==> config.mk <==
export PLATFORM = sky130hd
export DESIGN_NAME = regfile_wb_arbiter
export DESIGN_NICKNAME = d
export VERILOG_FILES = /design/src/rtl/regfile_pkg.sv /design/src/rtl/wb_rr_arbiter.sv /design/src/rtl/regfile_wb_arbiter.sv
export SDC_FILE = /design/constraint.sdc
export NUM_CORES = 1
export LEC_CHECK = 0
export CAP_MARGIN = 20
export CORE_ASPECT_RATIO = 1.1
export CORE_MARGIN = 5
export CORE_UTILIZATION = 41
export CTS_BUF_LIST = sky130_fd_sc_hd__clkbuf_16
export DETAILED_ROUTE_END_ITERATION = 10
export PLACE_DENSITY = 0.89
export SYNTH_ARGS = -nofsm -noshare
export SYNTH_HDL_FRONTEND = slang
export SYNTH_SLANG_ARGS = --single-unit
export TNS_END_PERCENT = 50
==> constraint.sdc <==
create_clock -name clk -period 1.36 [get_ports clk]
set_input_delay 0.136 -clock clk [delete_from_list [all_inputs] [get_ports clk]]
set_output_delay 0.136 -clock clk [all_outputs]
set_load 0.01 [all_outputs]
==> src/rtl/regfile_pkg.sv <==
// rtl/regfile_pkg.sv - shared constants and types for the register file write-back path
package regfile_pkg;

    localparam int ADDR_W   = 5;
    localparam int DATA_W   = 32;
    localparam int NUM_REGS = 32;

    localparam int PORT_ALU = 0;
    localparam int PORT_MEM = 1;

    typedef struct packed {
        logic [ADDR_W-1:0] addr;
        logic [DATA_W-1:0] data;
    } wb_req_t;

endpackage

==> src/rtl/wb_rr_arbiter.sv <==
// rtl/wb_rr_arbiter.sv - two-requester grant generator; WB_RR_ARB_EN selects round-robin over fixed priority
module wb_rr_arbiter
    import regfile_pkg::*;
(
    input  logic       clk,
    input  logic       rst_n,
    input  logic [1:0] req_i,
    output logic [1:0] gnt_o
);

`ifdef WB_RR_ARB_EN
    // ptr_q names the port that wins the next contended cycle
    logic ptr_q;
    logic ptr_d;

    always_comb begin
        gnt_o = req_i;
        ptr_d = ptr_q;
        if (req_i[PORT_ALU] && req_i[PORT_MEM]) begin
            gnt_o = ptr_q ? 2'b10 : 2'b01;
        end
        if (gnt_o[PORT_ALU]) begin
            ptr_d = 1'b1;
        end else if (gnt_o[PORT_MEM]) begin
            ptr_d = 1'b0;
        end
    end

    always_ff @(posedge clk or negedge rst_n) begin
        if (!rst_n) begin
            ptr_q <= 1'b0;
        end else begin
            ptr_q <= ptr_d;
        end
    end
`else
    // Memory write-back always wins; the ALU port may starve under contention
    logic unused_clk_rst;

    assign unused_clk_rst = clk ^ rst_n;

    always_comb begin
        gnt_o           = 2'b00;
        gnt_o[PORT_MEM] = req_i[PORT_MEM];
        gnt_o[PORT_ALU] = req_i[PORT_ALU] & ~req_i[PORT_MEM];
    end
`endif

endmodule

==> src/rtl/regfile_wb_arbiter.sv <==
// rtl/regfile_wb_arbiter.sv - write-back arbiter and pending-write scoreboard (policy set by WB_RR_ARB_EN)
module regfile_wb_arbiter
    import regfile_pkg::*;
#(
    parameter int ADDR_W = regfile_pkg::ADDR_W,
    parameter int DATA_W = regfile_pkg::DATA_W
) (
    input  logic              clk,
    input  logic              rst_n,
    input  logic              req0_valid,
    output logic              req0_ready,
    input  logic [ADDR_W-1:0] req0_addr,
    input  logic [DATA_W-1:0] req0_data,
    input  logic              req1_valid,
    output logic              req1_ready,
    input  logic [ADDR_W-1:0] req1_addr,
    input  logic [DATA_W-1:0] req1_data,
    input  logic              rsv_valid,
    input  logic [ADDR_W-1:0] rsv_addr,
    input  logic [ADDR_W-1:0] rs,
    input  logic [ADDR_W-1:0] rt,
    output logic              haz_rs,
    output logic              haz_rt,
    output logic [ADDR_W-1:0] rd,
    output logic [DATA_W-1:0] writedata,
    output logic              regwrite
);

    localparam int NREGS = 1 << ADDR_W;

    logic [1:0]        gnt;
    logic              any_gnt;
    logic [ADDR_W-1:0] sel_addr;
    logic [DATA_W-1:0] sel_data;
    logic              commit;

    logic [ADDR_W-1:0] rd_q, rd_d;
    logic [DATA_W-1:0] writedata_q, writedata_d;
    logic              regwrite_q, regwrite_d;
    logic [NREGS-1:0]  busy_q, busy_d;

    wb_rr_arbiter u_arb (
        .clk   (clk),
        .rst_n (rst_n),
        .req_i ({req1_valid, req0_valid}),
        .gnt_o (gnt)
    );

    assign req0_ready = gnt[PORT_ALU];
    assign req1_ready = gnt[PORT_MEM];
    assign any_gnt    = |gnt;

    always_comb begin
        sel_addr = req0_addr;
        sel_data = req0_data;
        if (gnt[PORT_MEM]) begin
            sel_addr = req1_addr;
            sel_data = req1_data;
        end
    end

    // Writes to register 0 are accepted but never reach the register file
    assign commit = any_gnt && (sel_addr != '0);

    always_comb begin
        rd_d        = rd_q;
        writedata_d = writedata_q;
        regwrite_d  = commit;
        if (commit) begin
            rd_d        = sel_addr;
            writedata_d = sel_data;
        end
    end

    // Set after clear so a same-cycle reservation of the committed index stays pending
    always_comb begin
        busy_d = busy_q;
        if (commit) begin
            busy_d[sel_addr] = 1'b0;
        end
        if (rsv_valid && (rsv_addr != '0)) begin
            busy_d[rsv_addr] = 1'b1;
        end
        busy_d[0] = 1'b0;
    end

    always_ff @(posedge clk or negedge rst_n) begin
        if (!rst_n) begin
            rd_q        <= '0;
            writedata_q <= '0;
            regwrite_q  <= 1'b0;
            busy_q      <= '0;
        end else begin
            rd_q        <= rd_d;
            writedata_q <= writedata_d;
            regwrite_q  <= regwrite_d;
            busy_q      <= busy_d;
        end
    end

    assign rd        = rd_q;
    assign writedata = writedata_q;
    assign regwrite  = regwrite_q;
    assign haz_rs    = busy_q[rs];
    assign haz_rt    = busy_q[rt];

endmodule
==> summary.md, run 1 <==
| Metric | Value |
|---|---|
| Status | complete, but fails checks |
| Violated checks | negative setup slack |
| Main synth FF type | dfrtp_1 |
| TritonCTS buffer count | 9 |
| Clk_skew | 0 ps |
| Leak Pwr | about 0.0027 uW |
| Die span in y | ~110 um |
| Worst VDD drop | 744 uV |
| MaxCap Viol Count | 0 |
| Final Cycle Share | 1.38 |
| Synth warnings | 0 |
| Worst slew pin tran | 559 ps |
| Largest net degree at the start of global routing | 70 |
| Ant diodes | 0 |
| P per Cell Area | 1110 nW/um^2 |
| Gr ovfl total | 0 |
| Final Hold Vio Count | 0 |
| Clock Path Buffers | 2 |
| Critical Path AT | 1740 ps |
| Via count | 3890 |
| DRC errors left | 0 |
| Distinct cells, synth | between 40 and 50 |
| Worst hold path type | in -> reg |
| CP Data Required Time | 1220 ps |
| Synth Area per Inst | 11.4 um^2 |
| Core Box Area | 9310 um^2 |
| Root buf cell | clkbuf_16 |
| WL per Instance | 22.0 um |
| Slew Viols, Final | 0 |
| DPL Wire Length | 9.68 mm |
| Total die area | 11500 um^2 |
| H-tree depth | 3 |
| Syn nets | 434 |
| Crit Path Class | reg -> out |
| Final min period | between 1500 and 2000 ps |
| Fillcell total | a little over 600 |
| First-pass GRT wire length | 22.3 mm |
| I/O pin count | 136 |
| Area growth syn-to-layout | 60.7% |
| Starting DRT DRC Count | between 300 and 400 |
| Async S/R FF share, synth | 1.00 |
| Max Freq | 0.533 GHz |
| ANT nets after route | 0 |
| Row count | 37 |
| Starting density of the core | 0.417 |
| Port Buffers | 135 |
| Commonest non-fill, non-tap cell in the layout | clkdlybuf4s50_1 |
| Gate Count Post-Synth | 340 |
| Max transition margin | 0.624 |
| CTS sink count | 69 |
| Setup_tns | -1010 ps |
| Chip Width | a little over 100 um |
| Crit path launch type | flip-flop |
| Clock Latency Late Sink | 330 ps |
| Total power | 6890 uW |
| RePlAce Congestion | 0.937 |
| Final setup viols | 4 |
| Total track usage | 0.253 |
| Initial antenna violation count | 0 |
| Max FO, Critical Path | 3 |
| Mapped cell area | 3880 um^2 |
| Register area share after synthesis | 0.445 |
| Nets | 634 |
| Vias in the first global route | 4266 |
| Detailed Routing Iterations Pass 1 | 5 |
| Final setup margin | -516 ps |
| Most frequent cells in the layout | clkdlybuf4s50_1, dfrtp_1, buf_4 |
| Setup WS pre-CTS | -886 ps |
| Clock transition at path regs | 60 ps |
| Endpoint type of the worst setup path | output pin |
| Number of synthesized flops with an enable pin | 0 |
| Yosys reg bits | 69 |
| DR vias/cell | 5.88 |
| CTS tree | done |
| Share of cells above drive strength 1 | 0.297 |
| RSZ-0062 raised after global routing | true |
| WL final | approximately 15 mm |
## worst paths after layout
kind	from	endpoint	cells after the start	slack (ps)
worst max-delay path	busy_q[5]	haz_rt	5	-520
worst min-delay path	req0_addr[4]	rd[4]	3	280
worst max register to register	busy_q[7]	busy_q[7]	4	330
worst min register to register	writedata[29]	writedata[29]	1	490
max in group asynchronous	rst_n	writedata[0]	3	700
min in group asynchronous	rst_n	writedata[24]	3	340
## logic make-up (layout without fill, tap and decap cells)
| logic type | after synthesis | after routing | share of synthesized area |
|---|---|---|---|
| AOI/OAI and AO/OA | 95 | 95 | 0.148 |
| buffers and inverters | 21 | 226 | 0.0293 |
| DFF | 69 | 69 | 0.445 |
| muxes | 95 | 95 | 0.290 |
| and+or+nand+nor | 60 | 60 | 0.0880 |
## where the power goes
part           internal (uW)  switching (uW)
sequential              2430             323
clock                   1190             844
combinational           1210             898
total                   4830            2060
## state kept, by name (all words and copies together) (netlist names)
signal and flops:
busy_q 31, rd 5, regwrite 1, writedata 32
## cells in the mapped netlist (2+ instances only)
master / instances / area (um^2)
buf_6: 3 / 33.8
buf_4: 3 / 22.5
o31a_1: 2 / 17.5
mux2i_1: 18 / 180
nand4_1: 3 / 18.8
inv_1: 4 / 15.0
nor2_1: 8 / 30.0
nor3b_1: 3 / 22.5
mux2_2: 42 / 473
clkbuf_1: 8 / 30.0
nand2_1: 7 / 26.3
o31ai_1: 9 / 67.6
mux2_1: 28 / 315
mux4_2: 6 / 135
dfrtp_1: 69 / 1730
a211oi_1: 2 / 15.0
a22oi_1: 4 / 30.0
nand2b_1: 6 / 37.5
nor2b_1: 9 / 56.3
a21oi_1: 6 / 30.0
nand3_1: 14 / 70.1
o22ai_1: 2 / 12.5
o2111ai_1: 2 / 17.5
o21ai_0: 59 / 295
o211ai_1: 2 / 15.0
and3b_1: 3 / 26.3
buf_1: 2 / 7.51
## per-layer routing
metal  vias up  global-route usage  wire, um
met3        36              0.0802      1720
met1      1890               0.306      5100
li1       1685                   -         -
met2       279               0.424      7310
met5         -                   0         0
met4         0              0.0864       423
## area by class of cell
class	instances	area, um^2	area share
multi-input cells	250	2180	0.349
repair buffers	206	1920	0.308
flip-flops and latches	69	1730	0.277
clock buffers	9	225	0.0361
well taps	117	146	0.0235
clock inverters	7	26.3	0.00421
inverters	4	15.0	0.00241
## stage by stage
stage           util  instances  hold slack [ps]  area, um^2
2_1_floorplan      -        340             -160        3890
5_1_grt        0.670        662              283        6240
6_report       0.670        662              279        6240
4_1_cts        0.660        658              366        6140
3_5_place_dp   0.615        626              184        5720
3_3_place_gp   0.615        626              183        5720
## worst max-delay path, stage by stage, from the launching register on
cell,delay [ps]
dfrtp_1,430
mux4_2,470
nand2b_4,150
o211ai_1,100
nand4_1,120
buf_2,150
## timing repair
item	4_1_cts	5_1_grt
hold buffers	1	0
buffers inserted	13	5
pin swaps	10	12
cloned	2	0
setup endpoints to repair	90	48
gates resized for setup	74	39
hold endpoints to repair	69	0
Power figures use the tool's default switching activity.
==> run 2: changes to the inputs <==
Settings changed: SYNTH_HIERARCHICAL from default to 1.
==> run 2 against run 1 <==
Net effect:
- the flow still finishes with violations (negative setup slack)
- clock-buffer cell count did not move
- core utilization increased by 1.6 points
- highest routed layer unchanged
- hold slack improved by 12 ps
- synthesized cell count decreased by 2.4%
- fmax grew 0.15%
- synthesized area is 2.0% lower
- via count fell by 8.9%
- largest power group unchanged
- non-clock buffer count is 27 lower
- global-route usage fell by 1.7 points
==> summary.md, run 2 <==
| Metric | Value |
|---|---|
| Clock transition at path regs | 60 ps (about the same) |
| Max transition margin | 0.744 (was 0.624) |
| Mapped cell area | 3800 um^2 (was 3880 um^2) |
| Count leader, synth | dfrtp_1 (unchanged) |
| Chip Width | 102 um (was 103 um) |
| Synth top area cells | dfrtp_1, mux2_2, o21ai_0 (was dfrtp_1, mux2_2, mux2_1) |
| Slew Viols, Final | 0 (unchanged) |
| Grt met2 use | 0.413 (was 0.424) |
| Starting DRT DRC Count | 195 (was 331) |
| Reg2reg path depth | 2 (was 4) |
| Main synth FF type | dfrtp_1 (unchanged) |
| Stages on worst setup path | 5 (unchanged) |
| TritonCTS buffer count | 9 (unchanged) |
| Worst hold path type | in -> reg (unchanged) |
| Max FFs per register | 32 (unchanged) |
| Crit-path slowest cell | mux4_2 (unchanged) |
| Number of synthesized flops with an enable pin | 0 (unchanged) |
| Register area share after synthesis | 0.454 (was 0.445) |
| Storage element area | 1730 um^2 (unchanged) |
| Worst slew pin tran | 384 ps (was 559 ps) |
| Async S/R FF share, synth | 1.00 (unchanged) |
| Reg2Reg Launch Point | busy_q[8] (was busy_q[7]) |
| Synth Area per Inst | 11.5 um^2 (was 11.4 um^2) |
| CTS sink count | 69 (unchanged) |
| Root buf cell | clkbuf_16 (unchanged) |
| Core Box Area | 8960 um^2 (was 9310 um^2) |
| Max Freq | 0.534 GHz (was 0.533 GHz) |
| GRT busiest layer | met2 (unchanged) |
| Endpoint type of the worst setup path | output pin (unchanged) |
| RePlAce Congestion | 0.899 (was 0.937) |
| Leak Pwr | 0.00265 uW (was 0.00272 uW) |
| Final setup viols | 2 (was 4) |
| Row count | 36 (was 37) |
| Detailed Routing Iterations Pass 1 | 5 (unchanged) |
| Ant diodes | 0 (unchanged) |
| CTS tree | done (unchanged) |
| DRC errors left | 0 (unchanged) |
| Die span in y | 111 um (was 112 um) |
| Grt met1 use | 0.264 (was 0.306) |
| Hold Path Origin | req1_valid (was req0_addr[4]) |
| Gr ovfl total | 0 (unchanged) |
| Worst VDD drop | 766 uV (was 744 uV) |
| Crit Path Class | reg -> out (unchanged) |
| RSZ-0062 raised after global routing | true (unchanged) |
| Final setup margin | -514 ps (was -516 ps) |
| DPL Wire Length | 9.39 mm (was 9.68 mm) |
| Synth top cells by count | dfrtp_1, o21ai_0, mux2_2 (unchanged) |
| Crit path launch type | flip-flop (unchanged) |
| Crit path max-delay family | multiplexers (unchanged) |
| Initial antenna violation count | 0 (unchanged) |
| Total track usage | 0.237 (was 0.253) |
| CP Buf/Inv Count | 1 (unchanged) |
| Share of the synthesized area in the top cell type | 0.454 (was 0.445) |
| Final Cycle Share | 1.38 (about the same) |
| Final min period | 1870 ps (was 1880 ps) |
| Met3 usage | 0.0780 (was 0.0802) |
| Share of cells above drive strength 1 | 0.312 (was 0.297) |
| Critical path, cell by cell | mux4_2, nand2b_4, o211ai_1, nand4_1, buf_2 (unchanged) |
| Vias in the first global route | 3978 (was 4266) |
| Final core utilization | 0.687 (was 0.670) |
| P per Cell Area | 1220 nW/um^2 (was 1110 nW/um^2) |
| CP Data Required Time | 1220 ps (about the same) |
| Starting density of the core | 0.424 (was 0.417) |
| Reg2reg end | busy_q[8] (was busy_q[7]) |
| Fillcell total | 604 (was 614) |
| Nets | 598 (was 634) |
| H-tree depth | 3 (unchanged) |
| Distinct cells, synth | 36 (was 43) |
| Reg-to-reg slack, setup | 550 ps (was 330 ps) |
| Synth warnings | 6 (was 0) |
| Commonest non-fill, non-tap cell in the layout | clkdlybuf4s50_1 (unchanged) |
| Final Hold Vio Count | 0 (unchanged) |
| DR vias/cell | 5.69 (was 5.88) |
| WHS Path Cells | 4 (was 3) |
| Setup WS pre-CTS | -874 ps (was -886 ps) |
| Port Buffers | 135 (unchanged) |
| Status | complete, but fails checks (unchanged) |
| WL per Instance | 20.9 um (was 22.0 um) |
| MaxCap Viol Count | 0 (unchanged) |
| Clock Path Buffers | 2 (unchanged) |
| WHS Endpoint | rd[2] (was rd[4]) |
| Synth area leader | dfrtp_1 (unchanged) |
| Multi-input gate area | 2170 um^2 (was 2180 um^2) |
| Yosys reg bits | 69 (unchanged) |
| Largest net degree at the start of global routing | 70 (unchanged) |
| Violated checks | negative setup slack (unchanged) |
| Critical Path AT | 1740 ps (about the same) |
| Area growth syn-to-layout | 61.8% (was 60.7%) |
| Most frequent cells in the layout | clkdlybuf4s50_1, dfrtp_1, o21ai_0 (was clkdlybuf4s50_1, dfrtp_1, buf_4) |
| Clk_skew | 0 ps (unchanged) |
| Syn nets | 426 (was 434) |
| WL final | 13.0 mm (was 14.6 mm) |
| ANT nets after route | 0 (unchanged) |
| First-pass GRT wire length | 20.8 mm (was 22.3 mm) |
| Max incr delay on CP | 480 ps (was 470 ps) |
| Gate Count Post-Synth | 332 (was 340) |
| Max FO, Critical Path | 3 (unchanged) |
| I/O pin count | 136 (unchanged) |
| Clock Latency Late Sink | 330 ps (about the same) |
| Via count | 3544 (was 3890) |
| Total die area | 11300 um^2 (was 11500 um^2) |
run 2: changes by cell type in the layout (fill, tap and decap cells not counted), sizes merged, moves of 3 or more:
cell and change:
o21ai +3, dlygate4sd2 +6, buf -28, nor3b -3
nand3 +7, o31ai -9, clkinv -3, and3b -3
bufinv +3, clkbuf -4
run 2: worst max-delay path by stage:
| stage | end | startpoint | slack, ps |
|---|---|---|---|
| after detailed placement | haz_rt | rt[0] | -870 |
| after CTS | haz_rt | busy_q[7] | -500 |
| final | haz_rs | busy_q[7] | -510 |
| after floorplan | writedata[16] | req1_valid | -230 |
| after global placement | haz_rt | rt[0] | -830 |
| after global routing | haz_rs | busy_q[7] | -580 |
run 2: cell families (layout without fill, tap and decap cells):
group,Yosys count,in the layout,share of synthesized area
AOI/OAI and AO/OA,86,86,0.126
DFF,69,69,0.454
buffers and inverters,22,199,0.0332
muxes,98,98,0.304
and+or+nand+nor,57,57,0.0829
run 2: final cells by class:
cell class	count	share of cell area
Timing Repair Buffer	179	0.286
Inverter	4	0.00244
Clock inverter	7	0.0195
Multi-Input combinational cell	241	0.352
Tap cell	114	0.0232
Clock buffer	9	0.0366
Sequential cell	69	0.281
run 2: where the power goes:
group | internal, uW | switching, uW | total [uW]
Sequential | 2450 | 319 | 2770
Clock | 1800 | 925 | 2730
Combinational | 1150 | 855 | 2000
Total | 5400 | 2100 | 7500
run 2: metrics by stage:
stage               setup TNS [ps]  cells  hold slack [ps]  power, uW  cell area (um^2)
finish                       -1000    623              291       7500              6150
global route                 -1220    623              329       7820              6150
CTS                           -992    622              280       7490              6130
detailed placement          -33440    599              194       4740              5610
global placement            -29640    599              179       4620              5610
floorplan                    -7040    332             -160       3660              3920
run 2: worst reg2reg max path, cell delays in order, from the launching register on:
cell,delay (ps)
dfrtp_1,400
o21ai_1,100
o21ai_0,160
run 2: timing repair:
action / in CTS / in global routing
gates cloned: 2 / 0
buffers inserted: 4 / 1
hold endpoints to repair: 69 / 0
endpoints found under the setup margin: 97 / 32
resized for setup: 108 / 3
pin swaps: 7 / 3
hold buffers: 1 / 0
run 2: routing by layer:
metal,up-vias,wire (um)
met1,1727,4710
li1,1590,-
met4,0,332
met2,196,6660
met5,-,0
met3,31,1290
